<file path="config.mk">
export PLATFORM = sky130hd
export DESIGN_NAME = system_flit_unit
export DESIGN_NICKNAME = d
export VERILOG_FILES = /design/src/rtl/system_flit_unit.sv
export SDC_FILE = /design/constraint.sdc
export NUM_CORES = 1
export LEC_CHECK = 0
export CORE_ASPECT_RATIO = 1.1
export CORE_MARGIN = 2
export CORE_UTILIZATION = 30
export DETAILED_ROUTE_END_ITERATION = 8
export HOLD_SLACK_MARGIN = 0.1
export PLACE_DENSITY_LB_ADDON = 0.25
export SETUP_SLACK_MARGIN = 0.4
export SLEW_MARGIN = 10
export SYNTH_ARGS = -nofsm -noshare
export SYNTH_HDL_FRONTEND = slang
export SYNTH_SLANG_ARGS = --single-unit
export TNS_END_PERCENT = 10
</file>
<file path="constraint.sdc">
create_clock -name clk -period 2.85 [get_ports clk]
set_clock_uncertainty 0.05 [all_clocks]
set_input_delay 0.4275 -clock clk [delete_from_list [all_inputs] [get_ports clk]]
set_output_delay 0.4275 -clock clk [all_outputs]
set_load 0.02 [all_outputs]
</file>
<file path="src/rtl/system_flit_unit.sv">
// rtl/system_flit_unit.sv - multi-channel system flit arbiter, shared FIFO and executor FSM
package types;
    typedef logic [7:0] node_id_t;
    localparam logic [3:0] CMD_PARENT_REQ = 4'h1;
    localparam logic [3:0] CMD_PARENT_ACK = 4'h2;
    localparam logic [3:0] CMD_ID_REQ     = 4'h3;
    localparam logic [3:0] CMD_ID_ACK     = 4'h4;
    typedef struct packed {
        logic [3:0] sys_cmd;
        node_id_t   src;
        node_id_t   dst;
        node_id_t   payload;
    } flit_t;
endpackage

module system_flit_unit #(
    parameter int NUM_CH     = 4,
    parameter int FIFO_DEPTH = 4,
    parameter int ID_WIDTH   = $bits(types::node_id_t),
    parameter int MAX_NODES  = 2**ID_WIDTH,
    parameter int DROP_CNT_W = 8
) (
    input  logic                         clk,
    input  logic                         rst_n,
    input  logic                         is_root,
    input  logic [ID_WIDTH-1:0]          random_id,
    input  logic [NUM_CH-1:0]            in_valid,
    output logic [NUM_CH-1:0]            in_ready,
    input  types::flit_t [NUM_CH-1:0]    in_flit,
    output logic                         out_valid,
    input  logic                         out_ready,
    output types::flit_t                 out_flit,
    output logic                         out_is_self,
    output logic                         parent_valid,
    output logic [ID_WIDTH-1:0]          parent_id,
    output logic                         node_id_valid,
    output logic [ID_WIDTH-1:0]          node_id,
    output logic                         rt_wr_valid,
    output logic [ID_WIDTH-1:0]          rt_wr_key,
    output logic [ID_WIDTH-1:0]          rt_wr_value,
    output logic [ID_WIDTH-1:0]          id_counter,
    output logic [DROP_CNT_W-1:0]        drop_count,
    output logic                         busy
);
    localparam int CH_W  = (NUM_CH > 1) ? $clog2(NUM_CH) : 1;
    localparam int AW    = (FIFO_DEPTH > 1) ? $clog2(FIFO_DEPTH) : 1;
    localparam int CNT_W = ID_WIDTH + 1;

    typedef enum logic [1:0] {S_IDLE, S_DECODE, S_EMIT, S_COMMIT} state_t;

    state_t                state_q, state_d;
    logic [CH_W-1:0]       ptr_q, ptr_d;
    logic                  en_q;
    types::flit_t          fifo_q [FIFO_DEPTH];
    types::flit_t          fifo_d [FIFO_DEPTH];
    logic [AW-1:0]         wr_ptr_q, wr_ptr_d, rd_ptr_q, rd_ptr_d;
    logic [AW:0]           count_q, count_d;
    types::flit_t          cur_q, cur_d, out_flit_q, out_flit_d, resp;
    logic                  out_valid_q, out_valid_d, out_is_self_q, out_is_self_d;
    logic                  pend_parent_q, pend_parent_d, pend_node_q, pend_node_d;
    logic                  pend_rt_q, pend_rt_d, pend_inc_q, pend_inc_d, pend_drop_q, pend_drop_d;
    logic [ID_WIDTH-1:0]   pend_id_q, pend_id_d;
    logic                  parent_valid_q, parent_valid_d, node_id_valid_q, node_id_valid_d;
    logic [ID_WIDTH-1:0]   parent_id_q, parent_id_d, node_id_q, node_id_d;
    logic                  rt_wr_valid_q, rt_wr_valid_d;
    logic [ID_WIDTH-1:0]   rt_wr_key_q, rt_wr_key_d, rt_wr_value_q, rt_wr_value_d;
    logic [CNT_W-1:0]      id_cnt_q, id_cnt_d;
    logic [DROP_CNT_W-1:0] drop_q, drop_d;

    logic [CH_W-1:0]       cand [NUM_CH];
    logic [CH_W-1:0]       gnt_idx;
    logic                  found, pop, can_accept, push, bypass, fifo_wr, emit;
    logic [ID_WIDTH-1:0]   self_id;

    assign self_id = node_id_valid_q ? node_id_q : random_id;

    // Round-robin search starting at the channel after the last one served.
    always_comb begin
        gnt_idx = '0;
        found   = 1'b0;
        for (int k = 0; k < NUM_CH; k++) begin
            cand[k] = CH_W'((int'(ptr_q) + k) % NUM_CH);
            if (!found && in_valid[cand[k]]) begin
                found   = 1'b1;
                gnt_idx = cand[k];
            end
        end
    end

    assign pop        = (state_q == S_IDLE) && (count_q != '0);
    assign can_accept = en_q && ((count_q != (AW+1)'(FIFO_DEPTH)) || pop);
    assign push       = can_accept && found;
    assign in_ready   = push ? (NUM_CH'(1) << gnt_idx) : '0;
    // An empty FIFO with an idle FSM hands the arriving flit straight to DECODE.
    assign bypass     = push && (state_q == S_IDLE) && (count_q == '0);
    assign fifo_wr    = push && !bypass;

    always_comb begin
        fifo_d   = fifo_q;
        if (fifo_wr) fifo_d[wr_ptr_q] = in_flit[gnt_idx];
        wr_ptr_d = wr_ptr_q + AW'(fifo_wr);
        rd_ptr_d = rd_ptr_q + AW'(pop);
        count_d  = count_q + (AW+1)'(fifo_wr) - (AW+1)'(pop);
        ptr_d    = ptr_q;
        if (push) ptr_d = (int'(gnt_idx) == NUM_CH - 1) ? '0 : gnt_idx + CH_W'(1);
    end

    always_comb begin
        state_d         = state_q;
        cur_d           = cur_q;
        out_valid_d     = out_valid_q;
        out_flit_d      = out_flit_q;
        out_is_self_d   = out_is_self_q;
        pend_parent_d   = pend_parent_q;
        pend_node_d     = pend_node_q;
        pend_rt_d       = pend_rt_q;
        pend_inc_d      = pend_inc_q;
        pend_drop_d     = pend_drop_q;
        pend_id_d       = pend_id_q;
        parent_valid_d  = parent_valid_q;
        parent_id_d     = parent_id_q;
        node_id_valid_d = node_id_valid_q;
        node_id_d       = node_id_q;
        rt_wr_valid_d   = 1'b0;
        rt_wr_key_d     = rt_wr_key_q;
        rt_wr_value_d   = rt_wr_value_q;
        id_cnt_d        = id_cnt_q;
        drop_d          = drop_q;
        emit            = 1'b0;
        resp            = '0;
        resp.src        = self_id;
        resp.dst        = cur_q.src;
        case (state_q)
            S_IDLE: begin
                if (pop) begin
                    cur_d   = fifo_q[rd_ptr_q];
                    state_d = S_DECODE;
                end else if (bypass) begin
                    cur_d   = in_flit[gnt_idx];
                    state_d = S_DECODE;
                end
            end
            S_DECODE: begin
                pend_parent_d = 1'b0;
                pend_node_d   = 1'b0;
                pend_rt_d     = 1'b0;
                pend_inc_d    = 1'b0;
                pend_drop_d   = 1'b0;
                out_is_self_d = 1'b0;
                case (cur_q.sys_cmd)
                    types::CMD_PARENT_REQ: begin
                        resp.sys_cmd = types::CMD_PARENT_ACK;
                        emit         = is_root || parent_valid_q;
                        pend_drop_d  = !emit;
                        out_flit_d   = resp;
                    end
                    types::CMD_PARENT_ACK: begin
                        pend_parent_d = !parent_valid_q && (cur_q.dst == node_id);
                        pend_id_d     = cur_q.src;
                    end
                    types::CMD_ID_REQ: begin
                        if (is_root) begin
                            resp.sys_cmd = types::CMD_ID_ACK;
                            resp.payload = id_cnt_q[ID_WIDTH-1:0];
                            emit         = id_cnt_q < CNT_W'(MAX_NODES);
                            pend_rt_d    = emit;
                            pend_inc_d   = emit;
                            rt_wr_key_d  = id_cnt_q[ID_WIDTH-1:0];
                            rt_wr_value_d = cur_q.src;
                            out_flit_d   = resp;
                        end else begin
                            emit           = parent_valid_q;
                            out_flit_d     = cur_q;
                            out_flit_d.dst = parent_id_q;
                        end
                        pend_drop_d = !emit;
                    end
                    types::CMD_ID_ACK: begin
                        out_flit_d = cur_q;
                        if ((cur_q.dst == random_id) && !node_id_valid_q) begin
                            emit          = 1'b1;
                            out_is_self_d = 1'b1;
                            pend_node_d   = 1'b1;
                            pend_id_d     = cur_q.payload;
                        end else if (node_id_valid_q) begin
                            emit          = 1'b1;
                            pend_rt_d     = 1'b1;
                            rt_wr_key_d   = cur_q.payload;
                            rt_wr_value_d = cur_q.src;
                        end else begin
                            pend_drop_d = 1'b1;
                        end
                    end
                    default: pend_drop_d = 1'b1;
                endcase
                out_valid_d = emit;
                state_d     = emit ? S_EMIT : S_COMMIT;
            end
            S_EMIT: begin
                if (out_ready) begin
                    out_valid_d = 1'b0;
                    state_d     = S_COMMIT;
                end
            end
            S_COMMIT: begin
                if (pend_parent_q) begin
                    parent_valid_d = 1'b1;
                    parent_id_d    = pend_id_q;
                end
                if (pend_node_q) begin
                    node_id_valid_d = 1'b1;
                    node_id_d       = pend_id_q;
                end
                rt_wr_valid_d = pend_rt_q;
                if (pend_inc_q) id_cnt_d = id_cnt_q + CNT_W'(1);
                if (pend_drop_q && (drop_q != '1)) drop_d = drop_q + DROP_CNT_W'(1);
                state_d = S_IDLE;
            end
            default: state_d = S_IDLE;
        endcase
    end

    always_ff @(posedge clk or negedge rst_n) begin
        if (!rst_n) begin
            state_q <= S_IDLE;   ptr_q <= '0;   en_q <= 1'b0;
            for (int i = 0; i < FIFO_DEPTH; i++) fifo_q[i] <= '0;
            wr_ptr_q <= '0;      rd_ptr_q <= '0;   count_q <= '0;
            cur_q <= '0;         out_flit_q <= '0;
            out_valid_q <= 1'b0; out_is_self_q <= 1'b0;
            pend_parent_q <= 1'b0; pend_node_q <= 1'b0; pend_rt_q <= 1'b0;
            pend_inc_q <= 1'b0;  pend_drop_q <= 1'b0; pend_id_q <= '0;
            parent_valid_q <= 1'b0; parent_id_q <= '0;
            node_id_valid_q <= 1'b0; node_id_q <= '0;
            rt_wr_valid_q <= 1'b0; rt_wr_key_q <= '0; rt_wr_value_q <= '0;
            id_cnt_q <= CNT_W'(1); drop_q <= '0;
        end else begin
            state_q <= state_d;  ptr_q <= ptr_d;   en_q <= 1'b1;
            fifo_q <= fifo_d;
            wr_ptr_q <= wr_ptr_d; rd_ptr_q <= rd_ptr_d; count_q <= count_d;
            cur_q <= cur_d;      out_flit_q <= out_flit_d;
            out_valid_q <= out_valid_d; out_is_self_q <= out_is_self_d;
            pend_parent_q <= pend_parent_d; pend_node_q <= pend_node_d; pend_rt_q <= pend_rt_d;
            pend_inc_q <= pend_inc_d; pend_drop_q <= pend_drop_d; pend_id_q <= pend_id_d;
            parent_valid_q <= parent_valid_d; parent_id_q <= parent_id_d;
            node_id_valid_q <= node_id_valid_d; node_id_q <= node_id_d;
            rt_wr_valid_q <= rt_wr_valid_d; rt_wr_key_q <= rt_wr_key_d; rt_wr_value_q <= rt_wr_value_d;
            id_cnt_q <= id_cnt_d; drop_q <= drop_d;
        end
    end

    assign out_valid     = out_valid_q;
    assign out_flit      = out_flit_q;
    assign out_is_self   = out_is_self_q;
    assign parent_valid  = parent_valid_q;
    assign parent_id     = parent_id_q;
    assign node_id_valid = node_id_valid_q;
    assign node_id       = node_id_valid_q ? node_id_q : (is_root ? '0 : random_id);
    assign rt_wr_valid   = rt_wr_valid_q;
    assign rt_wr_key     = rt_wr_key_q;
    assign rt_wr_value   = rt_wr_value_q;
    // The counter carries one extra bit so it can rest at MAX_NODES without wrapping.
    assign id_counter    = id_cnt_q[ID_WIDTH-1:0];
    assign drop_count    = drop_q;
    assign busy          = (state_q != S_IDLE) || (count_q != '0);
endmodule

</file>
* Word-level counts from Yosys, hierarchy flattened *
Cells that the tools add are included.
W data, S select, Z words.

cells by class
  add/sub/neg operators = 10
  $lt $le $gt $ge = 9
  equality and inequality tests = 18
  shift operators = 1
  multiplexer cells = 68
  bitwise operators = 2
  reductions and logical operators = 43

operator list
  cell                   number
  $mux W28               7
  $bmux W28 S2           2
  $bwmux W112            1
  $pmux W28 S3           1
  $mux W8                10
  $demux W28 S2          1
  $pmux W8 S2            3
  $mux W1                25
  $eq A8 B8 Y1           2
  $mux W2                8
  $reduce_and A2 Y1      8
  $lt A2 B3 Y1 const B   5
  $logic_and A1 B1 Y1    13
  $ne A2 B2 Y1 const B   5
  $reduce_bool A2 Y1     5
  $add A9 B1 Y9 const B  1
  $lt A9 B9 Y1 const B   1
  $add A8 B1 Y8 const B  1
  $bmux W1 S2            4
  $eq A4 B2 Y1 const B   2
  $logic_not A1 Y1       8
  $ne A8 B8 Y1 const B   1
  $pmux W2 S4            1
  $ge A3 B3 Y1 const B   2
  23 further kinds       34

word-level totals
  register bits = 246
  bits of input ports = 128
  output and inout port bits = 86
  logic and storage cells = 197

* Longest topological paths before layout *
Gate-level depths: netlist (run 1).

  depth in word-level cells = 19
  mapped depth = 12
  mapped depth without buffers = 12

* Worst setup path after synthesis (run 1) *
Ideal clock, no wire load.

  kind = reg2reg
  start point = register state_q[0]
  end point = register count_q[2]
  library setup time = 0.125 ns
  arrival = 2.298 ns
  data required time = 2.675 ns
  setup slack = 0.377 ns
  stages on the path, launching flop included = 13
  buffers on the path = 0
  clock period less this slack = 2.473 ns
  cells stage by stage = dfrtp_1 > inv_1 > ha_1 > nor4b_1 > nor2_2 > nand2_1 > ha_1 > inv_1 > ha_1 > inv_1 > fa_1 > xnor2_1 > xnor2_1

on the way
  longest elaborated chain between the ends = 11

ends and longest elaborated chain
  what                               line    RTL
  from (decl)                        51      state_t state_q, state_d;
  from (signal assigned)             225     state_q <= S_IDLE; ptr_q <= '0; en_q <= 1'b0;
  from (signal assigned)             237     state_q <= state_d; ptr_q <= ptr_d; en_q <= 1'b1;
  $logic_not A2 Y1 (*)               90, 95
  $logic_and A1 B1 Y1                90      assign pop = (state_q == S_IDLE) && (count_q != '0);
  $logic_or A1 B1 Y1                 91      assign can_accept = en_q && ((count_q != (AW+1)'(FIFO_DEPTH)) || pop);
  $logic_and A1 B1 Y1                91
  $logic_and A1 B1 Y1                92      assign push = can_accept && found;
  $logic_and A1 B1 Y1 (2 in series)  95      assign bypass = push && (state_q == S_IDLE) && (count_q == '0);
  $logic_not A1 Y1                   96      assign fifo_wr = push && !bypass;
  $logic_and A1 B1 Y1                96
  $add A3 B1 Y3                      103     count_d = count_q + (AW+1)'(fifo_wr) - (AW+1)'(pop);
  $sub A3 B1 Y3 (*)                  103
  net count_d[2]                     57      logic [AW:0] count_q, count_d;
  to (signal assigned)               239     wr_ptr_q <= wr_ptr_d; rd_ptr_q <= rd_ptr_d; count_q <= count_d;
  to (decl)                          57

Mark *: on every way through the listed nets, which the timed path passes. The rest lies on a longest branch.
A chain may end at the register's enable or synchronous reset.

* Worst setup path after layout (run 1) *
  start point = register ptr_q[1]
  end point = output in_ready[2]

on the way
  longest elaborated chain between the ends = 14
  elaborated cells on any way between the ends = 28
  classes of those cells = add/sub (3); shift (1); mux (17); reduce/logical (7)

ends and longest elaborated chain
  what                                                                    line  RTL
  from (decl)                                                             52    logic [CH_W-1:0] ptr_q, ptr_d;
  from (signal assigned)                                                  225
  from (signal assigned)                                                  237
  parallel branches: the longest is 13 deep, another holds $add A2 B1 Y2  -
  $mux W4 (*)                                                             93    assign in_ready = push ? (NUM_CH'(1) << gnt_idx) : '0;
  to (decl)                                                               28    output logic [NUM_CH-1:0] in_ready,

Mark *: on every way between the ends. The select of a mux whose other input is x is not followed.

==> results.txt, run 1 <==
----------------------------------------------------
[Outcome]
  Outcome ... complete, no violations

[Route]
  DRC viols ... 0
  Highest metal used ... met5
  First-pass iteration count of the detailed router ... 9
  Detailed-route vias per instance ... 4.871
  Final WL ... 33330 um
  Met3 routed wirelength ... 1501 um
  Number of vias after detailed routing ... 8978
  Initial drt markers ... 625
  Metal1 wirelength ... 15090 um
  Wire length per cell after detailed routing ... 18.09 um
  Wire length on met2 ... 15980 um
  Antenna violation net count after detailed routing ... 0

[Floorplan]
  Row count ... 76
  Total core area ... 39270 um^2
  Y dimension of the die ... 213.8 um
  Total I/O pin count ... 214
  Die width ... 194.7 um
  Initial Utilization ... 0.3057
  Area of the die ... 41640 um^2

[Timing]
  Worst slew slack as a fraction of its limit ... 0.5038
  Transition time of the tightest slew-check pin ... 0.7407 ns
  Max-slew violations ... 0
  Setup repair after global routing missed its margin ... yes
  Final Setup Violations ... 0
  Fmax achieved ... 377.5 MHz
  Final Hold Viols ... 0
  Final critical-path required period ... 2.649 ns
  Period utilisation layout ... 0.9295
  Fin worst setup slack ... 0.2008 ns
  Aggregate negative setup slack ... 0 ns

[Clock network]
  Clock-pin slew on the worst setup and hold paths ... 0.06 ns
  Maximum buffer depth of the clock tree ... 3
  CTS Root Cell ... clkbuf_16
  Number of CTS-inserted buffers ... 27
  Num Clock Sinks ... 246
  H-tree Lvls ... 1
  Clock tree from TritonCTS ... yes
  Clock latency reported for the late side of the worst-skew pair ... 0.54 ns

[Global routing]
  Global-route wire length before repair ... 52300 um
  Antenna violations before repair ... 1
  Global route overflow ... 0
  Number of global-route vias before repair ... 9051
  GRT Total Usage ... 0.1600
  Pin count of the biggest net entering global routing ... 80

[Synthesis]
  Count of different cell masters after synthesis ... 59
  Number of synthesized flops with an enable pin ... 0
  Flip-flop and latch count after synthesis ... 246
  Share of the synthesized area in the top cell type ... 0.5107
  Synthesized area per cell ... 11.04 um^2
  Post-synthesis instance area ... 12010 um^2
  Syn_nets ... 1231
  Post-synthesis sequential area ratio ... 0.5129
  Share of async-settable or async-resettable flops after synthesis ... 1.000
  Leading area contributor after synthesis ... dfrtp_1
  Warnings from Yosys ... 0
  Synthesized instance count ... 1087
  Main flop type after synthesis ... dfrtp_1
  Top area cells in the synthesized netlist ... dfrtp_1 (51%), mux2i_1 (5.4%), mux4_2 (5.3%)

[Cells and area]
  Layout overhead on the synthesized area ... 33.20%
  Number of antenna diodes ... 0
  Nets ... 1460
  Most frequent cells in the layout ... dfrtp_1 (243), clkdlybuf4s50_1 (207), nand2_1 (158)
  Leading cell type in the layout, fill and taps excluded ... dfrtp_1
  Layout cells sized above 1 ... 0.1811

[Setup path]
  Critical-path cell with the highest stage delay ... dfrtp_1
  Max FO, Critical Path ... 4
  Data required time at the worst endpoint ... 2.37 ns
  Critical path data arrival time ... 2.17 ns
  Crit path cell chain ... mux2i_2 -> nor2_2 -> a311oi_4 -> inv_1 -> ha_2 -> and2_4 -> buf_6
  Worst path buffer plus inverter count ... 2
  Endpoint class of the critical path ... output port
  Critical path type ... register to output port
  Kind of cell with the highest combined delay on the critical path ... flip-flops
  Startpoint types ... register
  Delay contributed by the slowest stage of the critical path ... 0.41 ns

[Flow run]
  Maximum Capacitance Violations ... 0

[Place]
  Sum of net half-perimeters after detailed placement ... 23680 um
  Number of input and output port buffers inserted ... 213
  Routability-driven placement congestion ratio ... 0.8304
  Worst setup timing slack at the placement stage ... -0.2030 ns

[Pwr]
  Largest voltage drop on the vdd net ... 0.5139 mV
  Power per cell area ... 1069 nW/um^2
  Leak pwr ... 6.958 nW

[Hold path]
  Type of the tightest min-delay check ... register to register

----------------------------------------------------
[layer usage]
metal  vias up  track usage
met5         -            0
met4         2      0.04449
met1      4373       0.2136
met2       214       0.2726
met3        43      0.02359
li1       4346            -
[cell families (layout without fill, tap and decap cells)]
family | after synthesis | count (layout) | share of synthesized area
simple gates | 258 | 258 | 0.09463
xor+xnor | 35 | 35 | 0.02553
buf+inv | 94 | 343 | 0.04252
flops | 246 | 246 | 0.5129
mux | 148 | 148 | 0.1589
fa+ha+maj | 16 | 16 | 0.01730
other cells | 1 | 1 | 0.0003124
compound gates | 289 | 289 | 0.1479
[stage by stage]
stage | instances | instance area, um^2 | hold slack [ns] | power [mW] | utilization
detailed placement | 1778 | 14860 | 0.4133 | 13.41 | 0.3785
CTS | 1835 | 15880 | 0.4291 | 17.18 | 0.4044
global placement | 1778 | 14860 | 0.4070 | 13.22 | 0.3785
finish | 1843 | 15990 | 0.4250 | 17.09 | 0.4072
floorplan | 1087 | 12010 | 0.08191 | 10.66 | -
global route | 1843 | 15990 | 0.4469 | 18.35 | 0.4072
[power breakdown]
group / total (mW) / switching (mW) / leakage, nW / internal [mW]
Clock: 3.60 / 1.44 / 0.455 / 2.17
Combinational: 7.31 / 3.78 / 3.40 / 3.53
Sequential: 6.18 / 1.22 / 3.10 / 4.96
[layout make-up]
cell class | count | area, um^2
fill | 3835 | 23280
inverter | 18 | 67.56
timing repair buffer | 276 | 2744
tap | 507 | 634.4
multi-input combinational | 747 | 5464
sequential | 246 | 6160
clock buffer | 37 | 773.2
clock inverter | 12 | 148.9
[worst reg2reg max path: cells and delay by family (launching register included)]
family	cells	cell delay [ns]
fa+ha+maj	4	0.88
buf+inv	3	0.18
flops	1	0.39
xor+xnor	2	0.27
simple gates	3	0.54
[synth_stat cells, types with 3 or more instances]
| master | count |
|---|---|
| xor2_1 | 15 |
| a222oi_1 | 8 |
| xnor2_1 | 20 |
| dfrtp_1 | 245 |
| o21ai_0 | 101 |
| o21ai_1 | 61 |
| nand4_1 | 8 |
| a22oi_1 | 30 |
| buf_4 | 23 |
| o21ai_2 | 10 |
| a21oi_2 | 3 |
| nand2b_1 | 5 |
| a21oi_1 | 40 |
| nor2b_1 | 3 |
| buf_6 | 3 |
| mux2i_1 | 65 |
| nor2_1 | 37 |
| buf_2 | 22 |
| inv_1 | 18 |
| ha_1 | 15 |
| nand3_1 | 12 |
| nor3_1 | 3 |
| and2_1 | 16 |
| a22o_1 | 22 |
| nand2_1 | 159 |
| mux2_2 | 52 |
| clkbuf_1 | 26 |
| mux4_2 | 28 |
[state kept, by name, indices dropped and copies added, names as in the netlist, 3 cells and up]
register     count
node_id_q        8
drop_count       8
id_cnt_q         9
parent_id        8
count_q          3
pend_id_q        8
out_flit        28
rt_wr_key        8
cur_q           28
rt_wr_value      8
fifo_q         112
[timing repair]
item / 4_1_cts / 5_1_grt
hold buffers: 1 / 0
pin swaps: 5 / 7
endpoints found under the setup margin: 15 / 54
gates cloned: 0 / 0
buffers inserted: 7 / 8
gates resized for setup: 32 / 14
hold endpoints to repair: 72 / 0
[final timing paths]
| check | from | to | slack, ns | cells after the start |
|---|---|---|---|---|
| min in group asynchronous | rst_n | out_flit[3]$_DFFE_PN0P_ | 0.43 | 2 |
| max | ptr_q[1]$_DFFE_PN0P_ | in_ready[2] | 0.20 | 7 |
| max reg2reg | state_q[1]$_DFFE_PN0P_ | count_q[2]$_DFF_PN0_ | 0.41 | 12 |
| max in group asynchronous | rst_n | count_q[0]$_DFF_PN0_ | 1.53 | 3 |
| min reg2reg | fifo_q[43]$_DFFE_PN0P_ | fifo_q[43]$_DFFE_PN0P_ | 0.42 | 2 |
| min | fifo_q[43]$_DFFE_PN0P_ | fifo_q[43]$_DFFE_PN0P_ | 0.42 | 2 |
No activity file was read; power rests on OpenSTA's default activity.
==> run 2: changes to the inputs <==
Settings changed: CELL_PAD_IN_SITES_DETAIL_PLACEMENT from default to 1, CELL_PAD_IN_SITES_GLOBAL_PLACEMENT from default to 1, GPL_TIMING_DRIVEN from default to 1.
Clock period 2.85 ns to 3.2 ns, I/O delays scaled along.
==> run 2 against run 1 <==
Sequential power is 9.4% lower. Global-route usage is 0.37 points higher. First-iteration DRC count is 29% lower. Routed wire length is 2.4% higher. Flip-flop and latch count stayed put. Power is 13% lower. Setup slack better by 0.18 ns. Critical path type is now primary input to output port. Largest cell class unchanged.
==> results.txt, run 2 (synthesis gave the netlist of run 1 again) <==
----------------------------------------------------
[Outcome]
  Outcome ... complete, no violations

[Place]
  Routability-driven placement congestion ratio ... 0.7815
  Sum of net half-perimeters after detailed placement ... 23960 um
  Number of input and output port buffers inserted ... 213

[Timing]
  Worst hold margin ... 0.3026 ns
  Final critical-path required period ... 2.816 ns
  Max-slew violations ... 0
  Aggregate negative setup slack ... 0 ns
  Setup repair after global routing missed its margin ... yes
  Final Setup Violations ... 0
  Period utilisation layout ... 0.8799
  Transition time of the tightest slew-check pin ... 0.8484 ns
  Final Hold Viols ... 0
  Fmax achieved ... 355.1 MHz
  Worst slew slack as a fraction of its limit ... 0.4323

[Setup path]
  Critical path type ... primary input to output port
  Register-to-register setup slack ... 0.69 ns
  Data required time at the worst endpoint ... 2.67 ns
  Max FO, Critical Path ... 4
  Endpoint class of the critical path ... output port
  Critical path data arrival time ... 2.29 ns
  Startpoint types ... primary input

[Cells and area]
  Register with the most flip-flops ... fifo_q
  Largest register FFs ... 112
  Leading cell type in the layout, fill and taps excluded ... dfrtp_1
  Nets ... 1437
  Layout overhead on the synthesized area ... 30.19%
  Fill cells ... 4309
  Flip-flop and latch area ... 6162 um^2
  Number of antenna diodes ... 0
  Multi-input gate area in the final layout ... 5388 um^2
  Layout cells sized above 1 ... 0.1531
  Most frequent cells in the layout ... dfrtp_1 (241), clkdlybuf4s50_1 (208), nand2_1 (159)

[Pwr]
  Leak pwr ... 6.802 nW
  Largest voltage drop on the vdd net ... 0.3811 mV
  Power per cell area ... 947.9 nW/um^2

[Route]
  Number of vias after detailed routing ... 9042
  Final WL ... 34140 um
  First-pass iteration count of the detailed router ... 5
  Detailed-route vias per instance ... 4.968
  Initial drt markers ... 443
  Antenna violation net count after detailed routing ... 0
  Wire length per cell after detailed routing ... 18.76 um
  DRC viols ... 0

[Clock network]
  Maximum buffer depth of the clock tree ... 3
  Number of CTS-inserted buffers ... 28
  Clock latency reported for the late side of the worst-skew pair ... 0.55 ns
  CTS Root Cell ... clkbuf_16
  H-tree Lvls ... 1
  Num Clock Sinks ... 246
  Clock tree from TritonCTS ... yes
  Clock-pin slew on the worst setup and hold paths ... 0.06 ns

[Global routing]
  Global route overflow ... 0
  GRT Total Usage ... 0.1637
  Global-route wire length before repair ... 54050 um
  Number of global-route vias before repair ... 9387
  Antenna violations before repair ... 0
  Pin count of the biggest net entering global routing ... 95

[Floorplan]
  Area of the die ... 41640 um^2
  Row count ... 76
  Total core area ... 39270 um^2
  Total I/O pin count ... 214
  Y dimension of the die ... 213.8 um
  Die width ... 194.7 um
  Initial Utilization ... 0.3057

[Hold path]
  Type of the tightest min-delay check ... primary input to async pin

[Flow run]
  Maximum Capacitance Violations ... 0

----------------------------------------------------
## run 2: layout make-up
| type | count | area share |
|---|---|---|
| Clock buffer | 39 | 0.05131 |
| Multi-Input combinational cell | 747 | 0.3447 |
| Clock inverter | 11 | 0.004643 |
| Sequential cell | 246 | 0.3943 |
| Timing Repair Buffer | 252 | 0.1602 |
| Tap cell | 507 | 0.04059 |
| Inverter | 18 | 0.004323 |
## run 2: final timing paths
path / from / end / cells past startpoint
min in group clk: fifo_q[1]$_DFFE_PN0P_ / fifo_q[1]$_DFFE_PN0P_ / 2
max: in_valid[2] / in_ready[3] / 8
min reg2reg: fifo_q[1]$_DFFE_PN0P_ / fifo_q[1]$_DFFE_PN0P_ / 2
max in group asynchronous: rst_n / out_flit[0]$_DFFE_PN0P_ / 3
min: rst_n / ptr_q[1]$_DFFE_PN0P_ / 2
max reg2reg: state_q[0]$_DFFE_PN0P_ / count_q[2]$_DFF_PN0_ / 12
## run 2: where the power goes
| part | internal (mW) | leakage [nW] | switching (mW) |
|---|---|---|---|
| registers | 4.42 | 3.10 | 1.18 |
| logic | 2.95 | 3.27 | 3.24 |
| clock network | 1.74 | 0.437 | 1.28 |
## run 2: metal layers
layer / global-route usage / vias to the layer above / share of wire
met5: 0 / - / 0
met4: 0.03975 / 0 / 0.017
met3: 0.02076 / 34 / 0.038
met2: 0.2777 / 189 / 0.48
met1: 0.2239 / 4513 / 0.46
li1: - / 4306 / -
## run 2: worst max-delay path, cell delays in order
cell	delay, ns
clkdlybuf4s50_1	0.48
mux2i_1	0.17
nor2_1	0.09
a311oi_4	0.32
buf_4	0.18
ha_1	0.14
and2_1	0.11
dlygate4sd2_1	0.32
## run 2: what timing repair did
action	in CTS	in global routing
buffers inserted	6	1
resized for setup	9	6
hold endpoints to repair	100	0
pin swaps	1	1
setup endpoints to repair	12	13
hold buffers	1	0
## run 2: stage by stage
stage / instance area (um^2) / util / worst slack, ns / cells / power, mW
2_1_floorplan: 12010 / - / 0.7270 / 1087 / 9.485
3_3_place_gp: 14690 / 0.3740 / 0.1664 / 1762 / 11.68
3_5_place_dp: 14690 / 0.3740 / 0.03948 / 1762 / 11.90
4_1_cts: 15630 / 0.3981 / 0.3185 / 1819 / 15.07
5_1_grt: 15630 / 0.3980 / 0.2940 / 1820 / 15.94
6_report: 15630 / 0.3980 / 0.3842 / 1820 / 14.82
==> run 3: changes to the inputs <==
Settings changed: CAP_MARGIN from default to 20.
==> results of run 3 <==
Same layout as run 2: the final DEF is identical, and so are final timing and power.
